===== src/rtl/memory_pkg.sv =====
// Shared widths and depth for the 16-bit processor's byte-addressable memory.
// Word reads are little-endian pairs of stored bytes.
package memory_pkg;

    localparam int unsigned ADDR_W    = 8;
    localparam int unsigned BYTE_W    = 8;
    localparam int unsigned WORD_W    = 16;
    localparam int unsigned MEM_DEPTH = 256;

    typedef logic [ADDR_W-1:0] addr_t;
    typedef logic [BYTE_W-1:0] byte_t;
    typedef logic [WORD_W-1:0] word_t;

    // Little-endian word from the byte at a and the byte at a+1.
    function automatic word_t pack_word(input byte_t lo, input byte_t hi);
        return {hi, lo};
    endfunction

endpackage


===== src/rtl/memory_if.sv =====
// Core-to-memory bus: byte address, read/write enables, write byte and read word.
// The core drives the master side; the memory is the slave.
interface memory_if;
    import memory_pkg::*;

    addr_t maddr;
    logic  mrd;
    logic  mwr;
    byte_t mwr_data;
    word_t data;

    modport master (
        output maddr,
        output mrd,
        output mwr,
        output mwr_data,
        input  data
    );

    modport slave (
        input  maddr,
        input  mrd,
        input  mwr,
        input  mwr_data,
        output data
    );

endinterface


===== src/rtl/memory.sv =====
// 256 x 8 byte-write memory with registered 16-bit little-endian word reads.
// Read address wraps mod 256; a read and write in the same cycle read the old bytes.
module memory
    import memory_pkg::*;
(
    input logic      clk,
    input logic      rst,
    memory_if.slave  bus
);

    byte_t r_mem [0:MEM_DEPTH-1];
    word_t r_data;
    addr_t w_addr_hi;

    // Natural width truncation gives the mod-256 wrap for the upper byte.
    assign w_addr_hi = bus.maddr + addr_t'(1);
    assign bus.data  = r_data;

    // The read samples r_mem before the write's non-blocking update lands,
    // which yields read-before-write for both bytes of the word.
    always_ff @(posedge clk) begin
        if (rst) begin
            for (int unsigned i = 0; i < MEM_DEPTH; i++) begin
                r_mem[i] <= '0;
            end
            r_data <= '0;
        end else begin
            if (bus.mwr) begin
                r_mem[bus.maddr] <= bus.mwr_data;
            end
            if (bus.mrd) begin
                r_data <= pack_word(r_mem[bus.maddr], r_mem[w_addr_hi]);
            end
        end
    end

endmodule


===== src/flat_wrapper.sv =====
// flat-port wrapper written by rule: the top's interface ports become plain ports
module memory_flat import memory_pkg::*;
  (clk, rst, bus_maddr, bus_mrd, bus_mwr, bus_mwr_data, bus_data);
  memory_if bus_i ();
  input logic clk;
  input logic rst;
  input wire logic [$bits(bus_i.maddr)-1:0] bus_maddr;
  input wire logic [$bits(bus_i.mrd)-1:0] bus_mrd;
  input wire logic [$bits(bus_i.mwr)-1:0] bus_mwr;
  input wire logic [$bits(bus_i.mwr_data)-1:0] bus_mwr_data;
  output wire logic [$bits(bus_i.data)-1:0] bus_data;
  assign bus_i.maddr = bus_maddr;
  assign bus_i.mrd = bus_mrd;
  assign bus_i.mwr = bus_mwr;
  assign bus_i.mwr_data = bus_mwr_data;
  assign bus_data = bus_i.data;
  memory u_core (.clk(clk), .rst(rst), .bus(bus_i));
endmodule

===== config.mk =====
export PLATFORM = sky130hd
export DESIGN_NAME = memory_flat
export DESIGN_NICKNAME = d
export VERILOG_FILES = /design/src/rtl/memory_pkg.sv /design/src/rtl/memory_if.sv /design/src/rtl/memory.sv /design/src/flat_wrapper.sv
export SDC_FILE = /design/constraint.sdc
export NUM_CORES = 2
export LEC_CHECK = 0
export CORE_AREA = 4 4 445 447
export CTS_BUF_LIST = sky130_fd_sc_hd__clkbuf_16
export DETAILED_ROUTE_END_ITERATION = 12
export DIE_AREA = 0 0 449 451
export PLACE_DENSITY = 0.76
export REMOVE_ABC_BUFFERS = 1
export SLEW_MARGIN = 25
export SYNTH_ARGS = -nofsm -noshare
export SYNTH_HDL_FRONTEND = slang
export SYNTH_SLANG_ARGS = --single-unit
export TNS_END_PERCENT = 50

===== constraint.sdc =====
create_clock -name clk -period 4.9 [get_ports clk]
set_clock_uncertainty 0.2 [all_clocks]
set_input_delay 0.98 -clock clk [delete_from_list [all_inputs] [get_ports clk]]
set_output_delay 0.98 -clock clk [all_outputs]
set_load 0.01 [all_outputs]

### Word-level counts from Yosys, hierarchy flattened

Memories as Yosys holds them, arrays and structs flattened. A register that Yosys moved wholly into a read port is not among the register bits.
Cells that the tools add are included.

* register bits after elaboration: 0
* memory bits (writable): 2048
* memories: 1

* $add $sub $neg: 1
* mux-type cells: 8
* reductions and logical operators: 1

Memory list
* u_core.r_mem: depth 256, width 8, read ports 2, clocked after Yosys merged registers in 2, write ports 256, RTL line memory.sv:11 `byte_t r_mem [0:MEM_DEPTH-1];`

Operators by type and width (number)
* $mux W8: 2
* $add A8 B1 Y8 const B: 1
* $reduce_or A8 Y1: 1
* $mux W1: 6

### Logic depth before layout (Yosys ltp)

* word-level depth: 5
* gate-level depth with buffers: 19
* depth with buffers taken out: 9

### Least setup slack after synthesis

OpenSTA, ideal clock, no wires.

* path kind: in2reg
* from: input bus_maddr[1]
* to: register u_core.r_data[9], in the netlist u_core.bus.data[9], read port of u_core.r_mem
* arrival: 4659 ps
* slack: -95 ps
* stages on the path: 16
* buffers on the path: 9
* cell sequence: buf_2 buf_2 buf_2 buf_2 buf_2 inv_1 ha_1 buf_2 buf_4 buf_4 buf_1 mux4_2 a22oi_1 a211oi_1 nor4_1 o32ai_1

* longest elaborated chain between the ends: 1

Ends and longest elaborated chain
* start, declared: RTL line flat_wrapper.sv:7 `input wire logic [$bits(bus_i.maddr)-1:0] bus_maddr;`
* $add A8 B1 Y8: RTL line memory.sv:16 `assign w_addr_hi = bus.maddr + addr_t'(1);`
* end, declared: RTL line memory.sv:12 `word_t r_data;`

No other way between the ends.

### Worst setup path in the final report

* from: input bus_maddr[1]
* to: register u_core.r_data[10], in the netlist u_core.bus.data[10], read port of u_core.r_mem

The elaborated chain is that of the path after synthesis.

==> results.toml <==
[placed_design]
place_area_um2 = 117700
dp.cells = 9934
dpl.hpwl_mm = 251.8
place_congestion = 1.007
numPortBuffers = 35

[cells_and_area]
final_layout_size_suffix_gt1_share_pct = 27.61
seqCellArea_um2 = 61820
fill_cells = 13481
stdcell_area_um2 = 124700
layout.nets = 7632
final_cell_count_no_fill = 10356
multi_input_area_um2 = 46740
areaGrowthSynthToFinish_pct = 11.25

[worst_setup_path]
path_class = "primary input to flip-flop"
crit_arrival_ns = 4.96
cp-end-kind = "flip-flop"
cp_top_family = "simple AND/OR/NAND/NOR gates"
critical_path_buf_inv_count = 7
cp_common_cell = "buf_4"
cp-start-kind = "primary input"
crit_fanout = 14
required_ns = 5.46
slowest_delay_ns = 0.80
cp_cell_sequence = "buf_8 -> inv_1 -> ha_4 -> buf_12 -> buf_12 -> buf_4 -> mux4_2 -> nor3b_1 -> nor4_1 -> a2111oi_0 -> buf_4 -> nor4_1 -> buf_4 -> o32ai_1"
cp_slowest_cell = "nor4_1"

[cts]
clk_path_buf_depth = 3
cts_sinks = 2064
htree_levels = 4
root_buffer = "clkbuf_16"
cts_setup_buffers = 0
clk_pin_slew_worst_paths_ns = 0.07
cts.repair.resized = 0
worstSkewPairLatency_ns = 0.90
cts_tree = "built"
cts_hold_buf = 0
numCtsBuffers = 212

[yosys]
yosys.area.top_type_share_pct = 54.85
synth_cell_types = 59
synth-xor-area-share_pct = 0.06919
synth_compound_area_share_pct = 3.065
synthMuxAreaShare_pct = 23.44
ys_warn_count = 0
synth.area.top_cells = "edfxtp_1 (55%), mux4_2 (23%), and2_1 (6.8%), and3_1 (4.8%), clkbuf_1 (2.0%)"
synth_top_family_by_area = "multiplexers"
synthesis.area_um2 = 112100
syn_inst = 7602
synth.avg_cell_area_um2 = 14.75
ys_seq_area_share_pct = 55.13
synth_flop_cell = "edfxtp_1"
synth_adder_area_share_pct = 0.05579
yosys.area.top_type = "edfxtp_1"
ys_ff_latch = 2064
synth_edf_count = 2048
synthSimpleGateAreaFrac_pct = 14.75
async_flop_share_pct = 0

[timing]
finalSetupViolCount = 0
holdWs_ns = 0.3898
period_share_pct = 89.93
clock.fmax_mhz = 226.9
hold_viol = 0
slew_headroom_pct = 22.72
finalMaxSlewViolations = 0
rsz0062_at_grt = "no"
worst_pin_slew_ns = 1.159
fin_crit_ns = 4.407

[die]
die-height_um = 451
fp-row-count = 162
die-area_um2 = 202500
coreArea_um2 = 194200
start_util_pct = 57.74
io_pins = 36
die_w_um = 449

[drt]
viasPerCell = 7.409
drc = 0
vias = 76730
drt_wl_total_mm = 378.1
dr.pass1.iters = 7
drt_iter0_markers = 13874
wl_per_cell_um = 36.51
antenna_left = 0

[global_routing]
top_usage_layer = "met2"
gr-usage-met3_pct = 12.97
grt_pass1_wl_mm = 540.3
use_met2_pct = 54.17
grt_use_met1_pct = 48.91
grt_max_degree = 129
first_global_vias = 73937
grt_usage_pct = 37.15
overflow = 0
antenna_found_initial = 35

[power_and_ir_drop]
p_leak_nw = 45.25
power_density_nw_per_um2 = 347.5
peakVddDrop_mv = 0.3734
total_power_w = 0.04335

[flow_run]
cap_violations = 0

[worst_hold_path]
hp-class = "flip-flop to flip-flop"

[status]
status = "completed"
[registers in the layout, indices dropped and copies added, names as in the netlist]
register	count
u_core.r_mem	2048
u_core.bus.data	16
[worst paths after layout]
| kind | cells past startpoint | slack, ns | endpoint | startpoint |
|---|---|---|---|---|
| max | 14 | 0.49 | u_core.bus.data[10]$_SDFFE_PP0P_ | bus_maddr[1] |
| min | 2 | 0.39 | u_core.bus.data[3]$_SDFFE_PP0P_ | u_core.bus.data[3]$_SDFFE_PP0P_ |
| max reg2reg | 8 | 1.42 | u_core.bus.data[10]$_SDFFE_PP0P_ | u_core.r_mem[200][2]$_SDFFCE_PN0P_ |
| min reg2reg | 2 | 0.39 | u_core.bus.data[3]$_SDFFE_PP0P_ | u_core.bus.data[3]$_SDFFE_PP0P_ |
[synthesized netlist by cell type, types with 21 or more instances]
library cell and count:
a22oi_1 43, clkbuf_1 606, nor4_1 29, a221oi_1 21
buf_4 55, o21ai_0 250, and2_1 1214, buf_6 22
edfxtp_1 2048, a31oi_1 47, and3_1 859, a21boi_0 27
buf_2 170, mux2i_1 71, a32oi_1 31, nor2_1 189
nand3_1 124, nand2_1 417, mux4_2 1134
[kinds of logic after synthesis]
family,count (synthesis)
XOR/XNOR,8
AND/OR/NAND/NOR,2907
AO/OA/AOI/OAI,526
multiplexers,1208
adder cells (fa/ha/maj),5
buffers and inverters,884
flip-flops,2064
[per-stage QoR]
stage | setup slack [ns] | TNS [ns] | util [%]
after floorplan | -17.97 | -2985.81 | -
after global routing | 0.5946 | 0 | 64.20
final | 0.4934 | 0 | 64.24
after detailed placement | -0.2676 | -0.3996 | 60.62
after global placement | -0.8245 | -1.519 | 60.61
after CTS | 0.6547 | 0 | 64.19
[cell type report]
type,instances,area share [%]
Inverter,16,0.05417
Timing Repair Buffer,659,4.754
Sequential cell,2064,49.56
Multi-Input combinational cell,4654,37.47
Antenna cell,34,0.06821
Clock inverter,174,1.270
Clock buffer,213,4.273
Tap cell,2542,2.550
[worst min-delay path: cells and delay by family (launching register included)]
kind | cells | cell delay (ns)
simple gates | 2 | 0.16
flops | 1 | 0.38
[per-layer routing]
metal,vias to the layer above,routed length (um)
met1,38905,125200
met4,18,25980
met3,1167,59100
li1,29847,-
met2,6793,167600
met5,-,120
[power by group]
part           switching, W  internal (W)
combinational       0.00358       0.00261
clock               0.00713       0.00917
sequential         0.000571        0.0203
total                0.0113        0.0321
[layout by cell type, fill, tap and decap left out, drive strengths merged, types with 19 or more instances in the layout]
master / netlist / final
mux2i: 71 / 71
a211oi: 19 / 19
nor2: 189 / 189
and3: 859 / 859
nand3: 125 / 125
a32oi: 31 / 31
mux4: 1134 / 1134
edfxtp: 2048 / 2048
and2: 1214 / 1214
buf: 261 / 630
a31oi: 47 / 47
diode: 0 / 34
a22oi: 43 / 43
clkinv: 0 / 106
inv: 16 / 50
a221oi: 21 / 21
nand2: 417 / 417
nor4: 29 / 29
a21boi: 27 / 27
clkdlybuf4s50: 0 / 19
clkbuf: 607 / 223
o21ai: 250 / 250
bufinv: 0 / 24
Power figures use the tool's default switching activity.
